--- src/rtl/twpm_pkg.sv ---
// Shared constants and types for the TPM mailbox: register offsets, FSM encoding, default read data.
package twpm_pkg;

    localparam logic [31:0] DFLT_READ_VALUE = 32'hBADF_ABAC;

    localparam int unsigned REG_STATUS   = 'h00;
    localparam int unsigned REG_OP_TYPE  = 'h04;
    localparam int unsigned REG_LOCALITY = 'h08;
    localparam int unsigned REG_BUF_SIZE = 'h0C;
    localparam int unsigned REG_COMPLETE = 'h40;

    localparam int unsigned PULSE_CNT_W  = 8;

    typedef enum logic [1:0] {
        ST_IDLE   = 2'd0,
        ST_RAM_RD = 2'd1,
        ST_RESP   = 2'd2
    } twpm_state_e;

endpackage

--- src/rtl/twpm_tpm_mailbox_if.sv ---
// Wishbone classic bus between the CPU master and the TPM mailbox slave.
interface twpm_tpm_mailbox_if;

    logic [31:0] wb_adr_i;
    logic [31:0] wb_dat_i;
    logic [31:0] wb_dat_o;
    logic        wb_we_i;
    logic [3:0]  wb_sel_i;
    logic        wb_stb_i;
    logic        wb_cyc_i;
    logic        wb_ack_o;
    logic        wb_err_o;

    modport master (
        output wb_adr_i, wb_dat_i, wb_we_i, wb_sel_i, wb_stb_i, wb_cyc_i,
        input  wb_dat_o, wb_ack_o, wb_err_o
    );

    modport slave (
        input  wb_adr_i, wb_dat_i, wb_we_i, wb_sel_i, wb_stb_i, wb_cyc_i,
        output wb_dat_o, wb_ack_o, wb_err_o
    );

endinterface

--- src/rtl/twpm_pulse_gen.sv ---
// Fixed-width pulse generator: a load starts a WIDTH-cycle pulse, loads while busy are ignored.
module twpm_pulse_gen
    import twpm_pkg::*;
#(
    parameter int unsigned WIDTH = 20
) (
    input  logic clk_i,
    input  logic rstn_i,
    input  logic load_i,
    output logic pulse_o,
    output logic busy_o
);

    logic [PULSE_CNT_W-1:0] cnt_q, cnt_d;
    logic                   pulse_q, pulse_d;

    // Count down to zero and saturate; only an idle counter accepts a load.
    always_comb begin
        cnt_d = cnt_q;
        if (cnt_q != '0) begin
            cnt_d = cnt_q - PULSE_CNT_W'(1);
        end else if (load_i) begin
            cnt_d = PULSE_CNT_W'(WIDTH);
        end
        pulse_d = (cnt_d != '0);
    end

    always_ff @(posedge clk_i) begin
        if (!rstn_i) begin
            cnt_q   <= '0;
            pulse_q <= 1'b0;
        end else begin
            cnt_q   <= cnt_d;
            pulse_q <= pulse_d;
        end
    end

    assign pulse_o = pulse_q;
    assign busy_o  = (cnt_q != '0);

endmodule

--- src/rtl/twpm_tpm_mailbox.sv ---
// Wishbone slave for the TPM register window and command/response RAM; gates RAM access on exec_i.
module twpm_tpm_mailbox
    import twpm_pkg::*;
#(
    parameter logic [31:0] BASE_ADDRESS         = 32'hF000_0000,
    parameter int unsigned REGS_ADDR_WIDTH      = 11,
    parameter int unsigned RAM_ADDR_WIDTH       = 11,
    parameter int unsigned COMPLETE_PULSE_WIDTH = 20,
    parameter logic [31:0] DEFAULT_READ_VALUE   = DFLT_READ_VALUE
) (
    input  logic                      clk_i,
    input  logic                      rstn_i,
    twpm_tpm_mailbox_if.slave         wb,
    input  logic                      exec_i,
    input  logic                      abort_i,
    input  logic [3:0]                op_type_i,
    input  logic [3:0]                locality_i,
    input  logic [RAM_ADDR_WIDTH-1:0] buf_len_i,
    output logic                      complete_o,
    output logic [RAM_ADDR_WIDTH-3:0] ram_a_o,
    output logic [31:0]               ram_wd_o,
    output logic [3:0]                ram_wen_o,
    input  logic [31:0]               ram_rd_i
);

    localparam int unsigned RAM_AW   = RAM_ADDR_WIDTH - 2;
    localparam logic [32:0] REG_SPAN = 33'(1) << REGS_ADDR_WIDTH;
    localparam logic [32:0] RAM_END  = REG_SPAN + (33'(1) << RAM_ADDR_WIDTH);

    twpm_state_e                state_q, state_d;
    logic                       ack_q, ack_d;
    logic                       err_q, err_d;
    logic                       err_pend_q, err_pend_d;
    logic [31:0]                dat_q, dat_d;
    logic [RAM_AW-1:0]          ram_a_q, ram_a_d;
    logic [31:0]                ram_wd_q, ram_wd_d;
    logic [3:0]                 ram_wen_q, ram_wen_d;

    logic [31:0]                off;
    logic                       reg_hit, ram_hit, access;
    logic [REGS_ADDR_WIDTH-1:0] reg_off;
    logic [RAM_AW-1:0]          ram_word;
    logic [31:0]                reg_rdata;
    logic                       pulse_load, pulse_busy;

    // Window decode relative to BASE_ADDRESS; addresses below base wrap and miss both windows.
    assign off      = wb.wb_adr_i - BASE_ADDRESS;
    assign reg_hit  = ({1'b0, off} < REG_SPAN);
    assign ram_hit  = !reg_hit && ({1'b0, off} < RAM_END);
    assign access   = wb.wb_cyc_i && wb.wb_stb_i;
    assign reg_off  = {off[REGS_ADDR_WIDTH-1:2], 2'b00};
    assign ram_word = RAM_AW'((off - REG_SPAN[31:0]) >> 2);

    always_comb begin
        reg_rdata = DEFAULT_READ_VALUE;
        if (reg_off == REGS_ADDR_WIDTH'(REG_STATUS)) begin
            reg_rdata = {29'd0, complete_o, abort_i, exec_i};
        end else if (reg_off == REGS_ADDR_WIDTH'(REG_OP_TYPE)) begin
            reg_rdata = {28'd0, op_type_i};
        end else if (reg_off == REGS_ADDR_WIDTH'(REG_LOCALITY)) begin
            reg_rdata = {28'd0, locality_i};
        end else if (reg_off == REGS_ADDR_WIDTH'(REG_BUF_SIZE)) begin
            reg_rdata = 32'(buf_len_i);
        end
    end

    // Transaction FSM; RESP raises ack/err once and holds off new accesses until it has dropped.
    always_comb begin
        state_d    = state_q;
        ack_d      = 1'b0;
        err_d      = 1'b0;
        err_pend_d = err_pend_q;
        dat_d      = dat_q;
        ram_a_d    = ram_a_q;
        ram_wd_d   = ram_wd_q;
        ram_wen_d  = '0;
        pulse_load = 1'b0;

        case (state_q)
            ST_IDLE: begin
                if (access) begin
                    err_pend_d = 1'b0;
                    state_d    = ST_RESP;
                    if (reg_hit) begin
                        if (!wb.wb_we_i) begin
                            dat_d = reg_rdata;
                        end else if (reg_off == REGS_ADDR_WIDTH'(REG_COMPLETE)) begin
                            pulse_load = exec_i && !pulse_busy;
                        end
                    end else if (ram_hit) begin
                        if (exec_i) begin
                            ram_a_d = ram_word;
                            if (wb.wb_we_i) begin
                                ram_wd_d  = wb.wb_dat_i;
                                ram_wen_d = wb.wb_sel_i;
                            end else begin
                                state_d = ST_RAM_RD;
                            end
                        end else if (!wb.wb_we_i) begin
                            dat_d = DEFAULT_READ_VALUE;
                        end
                    end else begin
                        err_pend_d = 1'b1;
                    end
                end
            end
            ST_RAM_RD: begin
                if (!wb.wb_cyc_i) begin
                    state_d = ST_IDLE;
                end else begin
                    dat_d   = ram_rd_i;
                    state_d = ST_RESP;
                end
            end
            ST_RESP: begin
                if (!wb.wb_cyc_i || ack_q || err_q) begin
                    state_d = ST_IDLE;
                end else begin
                    ack_d = !err_pend_q;
                    err_d = err_pend_q;
                end
            end
            default: state_d = ST_IDLE;
        endcase
    end

    always_ff @(posedge clk_i) begin
        if (!rstn_i) begin
            state_q    <= ST_IDLE;
            ack_q      <= 1'b0;
            err_q      <= 1'b0;
            err_pend_q <= 1'b0;
            dat_q      <= '0;
            ram_a_q    <= '0;
            ram_wd_q   <= '0;
            ram_wen_q  <= '0;
        end else begin
            state_q    <= state_d;
            ack_q      <= ack_d;
            err_q      <= err_d;
            err_pend_q <= err_pend_d;
            dat_q      <= dat_d;
            ram_a_q    <= ram_a_d;
            ram_wd_q   <= ram_wd_d;
            ram_wen_q  <= ram_wen_d;
        end
    end

    twpm_pulse_gen #(
        .WIDTH (COMPLETE_PULSE_WIDTH)
    ) u_pulse_gen (
        .clk_i   (clk_i),
        .rstn_i  (rstn_i),
        .load_i  (pulse_load),
        .pulse_o (complete_o),
        .busy_o  (pulse_busy)
    );

    // The RAM samples the address on the accepting edge so read data is ready one cycle later.
    assign ram_a_o     = ram_a_d;
    assign ram_wd_o    = ram_wd_q;
    assign ram_wen_o   = exec_i ? ram_wen_q : 4'b0000;
    assign wb.wb_dat_o = dat_q;
    assign wb.wb_ack_o = ack_q;
    assign wb.wb_err_o = err_q;

endmodule

--- src/flat_wrapper.sv ---
// flat-port wrapper written by rule: the top's interface ports become plain ports
module twpm_tpm_mailbox_flat import twpm_pkg::*;
#(
    parameter logic [31:0] BASE_ADDRESS         = 32'hF000_0000,
    parameter int unsigned REGS_ADDR_WIDTH      = 11,
    parameter int unsigned RAM_ADDR_WIDTH       = 11,
    parameter int unsigned COMPLETE_PULSE_WIDTH = 20,
    parameter logic [31:0] DEFAULT_READ_VALUE   = DFLT_READ_VALUE
)
  (clk_i, rstn_i, exec_i, abort_i, op_type_i, locality_i, buf_len_i, complete_o, ram_a_o, ram_wd_o, ram_wen_o, ram_rd_i, wb_wb_adr_i, wb_wb_dat_i, wb_wb_we_i, wb_wb_sel_i, wb_wb_stb_i, wb_wb_cyc_i, wb_wb_dat_o, wb_wb_ack_o, wb_wb_err_o);
  twpm_tpm_mailbox_if wb_i ();
  input  logic clk_i;
  input  logic rstn_i;
  input  logic exec_i;
  input  logic abort_i;
  input  logic [3:0] op_type_i;
  input  logic [3:0] locality_i;
  input  logic [RAM_ADDR_WIDTH-1:0] buf_len_i;
  output logic complete_o;
  output logic [RAM_ADDR_WIDTH-3:0] ram_a_o;
  output logic [31:0] ram_wd_o;
  output logic [3:0] ram_wen_o;
  input  logic [31:0] ram_rd_i;
  input wire logic [$bits(wb_i.wb_adr_i)-1:0] wb_wb_adr_i;
  input wire logic [$bits(wb_i.wb_dat_i)-1:0] wb_wb_dat_i;
  input wire logic [$bits(wb_i.wb_we_i)-1:0] wb_wb_we_i;
  input wire logic [$bits(wb_i.wb_sel_i)-1:0] wb_wb_sel_i;
  input wire logic [$bits(wb_i.wb_stb_i)-1:0] wb_wb_stb_i;
  input wire logic [$bits(wb_i.wb_cyc_i)-1:0] wb_wb_cyc_i;
  output wire logic [$bits(wb_i.wb_dat_o)-1:0] wb_wb_dat_o;
  output wire logic [$bits(wb_i.wb_ack_o)-1:0] wb_wb_ack_o;
  output wire logic [$bits(wb_i.wb_err_o)-1:0] wb_wb_err_o;
  assign wb_i.wb_adr_i = wb_wb_adr_i;
  assign wb_i.wb_dat_i = wb_wb_dat_i;
  assign wb_i.wb_we_i = wb_wb_we_i;
  assign wb_i.wb_sel_i = wb_wb_sel_i;
  assign wb_i.wb_stb_i = wb_wb_stb_i;
  assign wb_i.wb_cyc_i = wb_wb_cyc_i;
  assign wb_wb_dat_o = wb_i.wb_dat_o;
  assign wb_wb_ack_o = wb_i.wb_ack_o;
  assign wb_wb_err_o = wb_i.wb_err_o;
  twpm_tpm_mailbox #(.BASE_ADDRESS(BASE_ADDRESS), .REGS_ADDR_WIDTH(REGS_ADDR_WIDTH), .RAM_ADDR_WIDTH(RAM_ADDR_WIDTH), .COMPLETE_PULSE_WIDTH(COMPLETE_PULSE_WIDTH), .DEFAULT_READ_VALUE(DEFAULT_READ_VALUE)) u_core (.clk_i(clk_i), .rstn_i(rstn_i), .wb(wb_i), .exec_i(exec_i), .abort_i(abort_i), .op_type_i(op_type_i), .locality_i(locality_i), .buf_len_i(buf_len_i), .complete_o(complete_o), .ram_a_o(ram_a_o), .ram_wd_o(ram_wd_o), .ram_wen_o(ram_wen_o), .ram_rd_i(ram_rd_i));
endmodule
--- config.mk ---
export PLATFORM = sky130hd
export DESIGN_NAME = twpm_tpm_mailbox_flat
export DESIGN_NICKNAME = d
export VERILOG_FILES = /design/src/rtl/twpm_pkg.sv /design/src/rtl/twpm_tpm_mailbox_if.sv /design/src/rtl/twpm_pulse_gen.sv /design/src/rtl/twpm_tpm_mailbox.sv /design/src/flat_wrapper.sv
export SDC_FILE = /design/constraint.sdc
export NUM_CORES = 1
export LEC_CHECK = 0
export CAP_MARGIN = 20
export CORE_MARGIN = 2
export CORE_UTILIZATION = 25
export CTS_BUF_LIST = sky130_fd_sc_hd__clkbuf_8
export CTS_CLUSTER_DIAMETER = 100
export DETAILED_ROUTE_END_ITERATION = 16
export GPL_TIMING_DRIVEN = 0
export PLACE_DENSITY = 0.52
export REMOVE_ABC_BUFFERS = 1
export SYNTH_ARGS = -nofsm -noshare
export SYNTH_HDL_FRONTEND = slang
export SYNTH_SLANG_ARGS = --single-unit
--- constraint.sdc ---
create_clock -name clk_i -period 3.3 [get_ports clk_i]
set_clock_uncertainty 0.2 [all_clocks]
set_input_delay 0.33 -clock clk_i [delete_from_list [all_inputs] [get_ports clk_i]]
set_output_delay 0.33 -clock clk_i [all_outputs]
set_load 0.02 [all_outputs]
==> results.cfg <==
[floorplan]
fp-row-count = 46
start_util_pct = 25.74
pin_count = 206
die-area_um2 = 17460
die_w_um = 132.1
core-area_um2 = 15940
die_y_um = 132.1

[finish]
regArea_um2 = 1822
multi_input_area_um2 = 2153
fillCellCount = 1565
area_growth_pct = 60.82
nets = 740
fin_cells = 833
drive_gt1_share_pct = 11.51
diodes = 0

[placed_design]
place_ws_ps = -564.0
hpwl_mm = 9.345
port_buffers = 203
place_congestion = 0.8080
place_inst = 814

[sta]
worst_pin_slew_ps = 841.6
hold_viol_final = 0
rsz0062_at_grt = false
period_minus_slack_ps = 3089
setup_viol = 0
setup_ws_ps = 211.4
period_share_pct = 93.59
setup-tns-final_ps = 0
slew_headroom_pct = 43.89
drv_slew = 0
fmax_ghz = 0.3238

[drt]
first_pass_iters = 4
antenna_left = 0
drt_iter0_markers = 148
avgViaCountPerCell = 4.570
vias = 3807
drc = 0
wire_per_inst_um = 15.42
drt_wl_total_mm = 12.84

[worst_setup_path]
end_kind = flip-flop
cp_data_arrival_time_ps = 3160
ff2ff_path_depth = 9
critical_path_required_ps = 3370
startpoint_type = input pin
cp_cell_sequence = clkdlybuf4s50_1 -> or4_4 -> nand3b_1 -> nor4_4 -> buf_4 -> buf_6 -> buf_4 -> buf_4 -> mux2i_1 -> nor2b_1
crit_type = input pin to flip-flop
cpMostUsedCell = buf_4
crit_slowest_cell = or4_4
critPathMaxFanout = 8
cpPeakStageDelay_ps = 590

[yosys]
synth_seq_cells = 91
yosys.cell_count.top_type = dfxtp_1
yosys_warnings = 0
synth_common_cells = dfxtp_1, nor2b_1, mux2i_1, and2_1, nand2_1
synth_cells = 415
yosys.area.top_type = dfxtp_1
synth.avg_cell_area_um2 = 9.889
synth-edff-count = 0
yosysTopAreaCellShare_pct = 44.39
ys_types = 50
yosysSeqAreaShare_pct = 44.39
async_flop_share_pct = 0
synthTopCellsByArea = dfxtp_1, mux2i_1, nor2b_1
yosys_most_used_dff = dfxtp_1
synth_area_um2 = 4104

[clocking]
ctsLongestPathBuffers = 2
cts-buffers-inserted = 9
clock_latency_ps = 380
cts_htree_levels = 3
cts_root_buffer = clkbuf_8
hold_buffers = 0
clk_pin_slew_ps = 100
cts_tree = built
clock_sinks = 91

[hold_path]
hp-class = flip-flop to flip-flop
hold_path_depth = 1

[power_and_ir_drop]
p_leak_nw = 2.347
power_density_nw_per_um2 = 404.0
max-vdd-ir-drop_v = 0.0001923

[status]
outcome = completed

[global_routing]
grt_pass1_wl_mm = 20.59
antenna_found_initial = 0
first_global_vias = 3884
grt_usage_pct = 14.77
overflow = 0
grt_max_degree = 94

[flow_run]
cap_violations = 0
[layout by cell type (no fill, tap or decap), types with 6 or more instances in the layout]
master and instances:
clkbuf_8 9, o21ai_0 10, inv_1 7, and2_1 31, clkdlybuf4s50_1 193, nand2b_1 6, nand3_1 13, o221a_2 15
mux2i_1 35, nor2_1 18, dfxtp_1 91, buf_4 9, dlygate4sd2_1 9, a21boi_0 7, nor2b_1 36, nand2_1 31
o21a_1 6, mux2_2 10
[critical path, delay by kind of cell]
family | cells | cell delay, ps
multiplexers | 1 | 190
AND/OR/NAND/NOR | 4 | 1430
buffers and inverters | 5 | 1200
[power breakdown]
part	total (mW)	leakage (nW)	internal, mW	switching, mW
combinational	0.620	1.51	0.339	0.280
sequential	1.22	0.735	1.16	0.0642
clock	0.827	0.105	0.366	0.461
total	2.67	2.35	1.86	0.806
[metal layers]
layer | GRT usage [%] | wire (um)
met1 | 17.62 | 5640
met2 | 23.70 | 5644
met3 | 6.344 | 1370
met4 | 5.314 | 188
met5 | 0 | 0
[final timing paths]
kind / start / endpoint / slack (ps)
setup reg to reg: u_core.state_q[0]$_SDFFE_PN0P_ / u_core.ram_wd_o[26]$_SDFFE_PN0P_ / 580
hold reg to reg: u_core.err_pend_q$_SDFFE_PN0P_ / u_core.wb.wb_ack_o$_SDFF_PP0_ / 240
hold / removal: u_core.err_pend_q$_SDFFE_PN0P_ / u_core.wb.wb_ack_o$_SDFF_PP0_ / 240
setup / recovery: wb_wb_adr_i[15] / u_core.ram_wd_o[26]$_SDFFE_PN0P_ / 210
[stage by stage]
stage	utilization [%]	hold WS (ps)	total power [mW]	area [um^2]
2_1_floorplan	-	204.4	1.594	3959
3_3_place_gp	39.27	224.9	1.852	6261
3_5_place_dp	39.81	222.2	1.859	6346
4_1_cts	41.40	237.2	2.711	6600
5_1_grt	41.40	253.0	2.836	6600
6_report	41.40	236.6	2.666	6600
[what timing repair did]
item / 4_1_cts / 5_1_grt
resized for setup: 14 / 0
setup buffers: 3 / 0
setup endpoints to repair: 16 / 0
[registers in the layout (all words and copies together), names as in the netlist]
signal	cells
u_core.ram_wd_o	32
u_core.wb.wb_dat_o	32
u_core.ram_a_q	9
u_core.u_pulse_gen.cnt_q	8
u_core.ram_wen_q	4
u_core.state_q	2
u_core.err_pend_q	1
u_core.u_pulse_gen.pulse_o	1
u_core.wb.wb_ack_o	1
u_core.wb.wb_err_o	1
[area by class of cell]
cell class                 count  area share, %
clock buffer                   9          1.877
clock inverter                 7          1.289
inverter                       7         0.3981
multi-input combinational    289          32.63
sequential                    91          27.60
tap                          216          4.095
timing repair buffer         214          32.11
[cell families (layout without fill, tap and decap cells)]
group	Yosys count	count (layout)	share of synthesized area (%)
buf+inv	35	237	4.177
flops	91	91	44.39
mux	48	48	12.93
compound gates	66	66	13.29
xor+xnor	1	1	0.2135
fa+ha+maj	2	2	0.6097
simple gates	172	172	24.39
No activity file was read; power rests on OpenSTA's default activity.
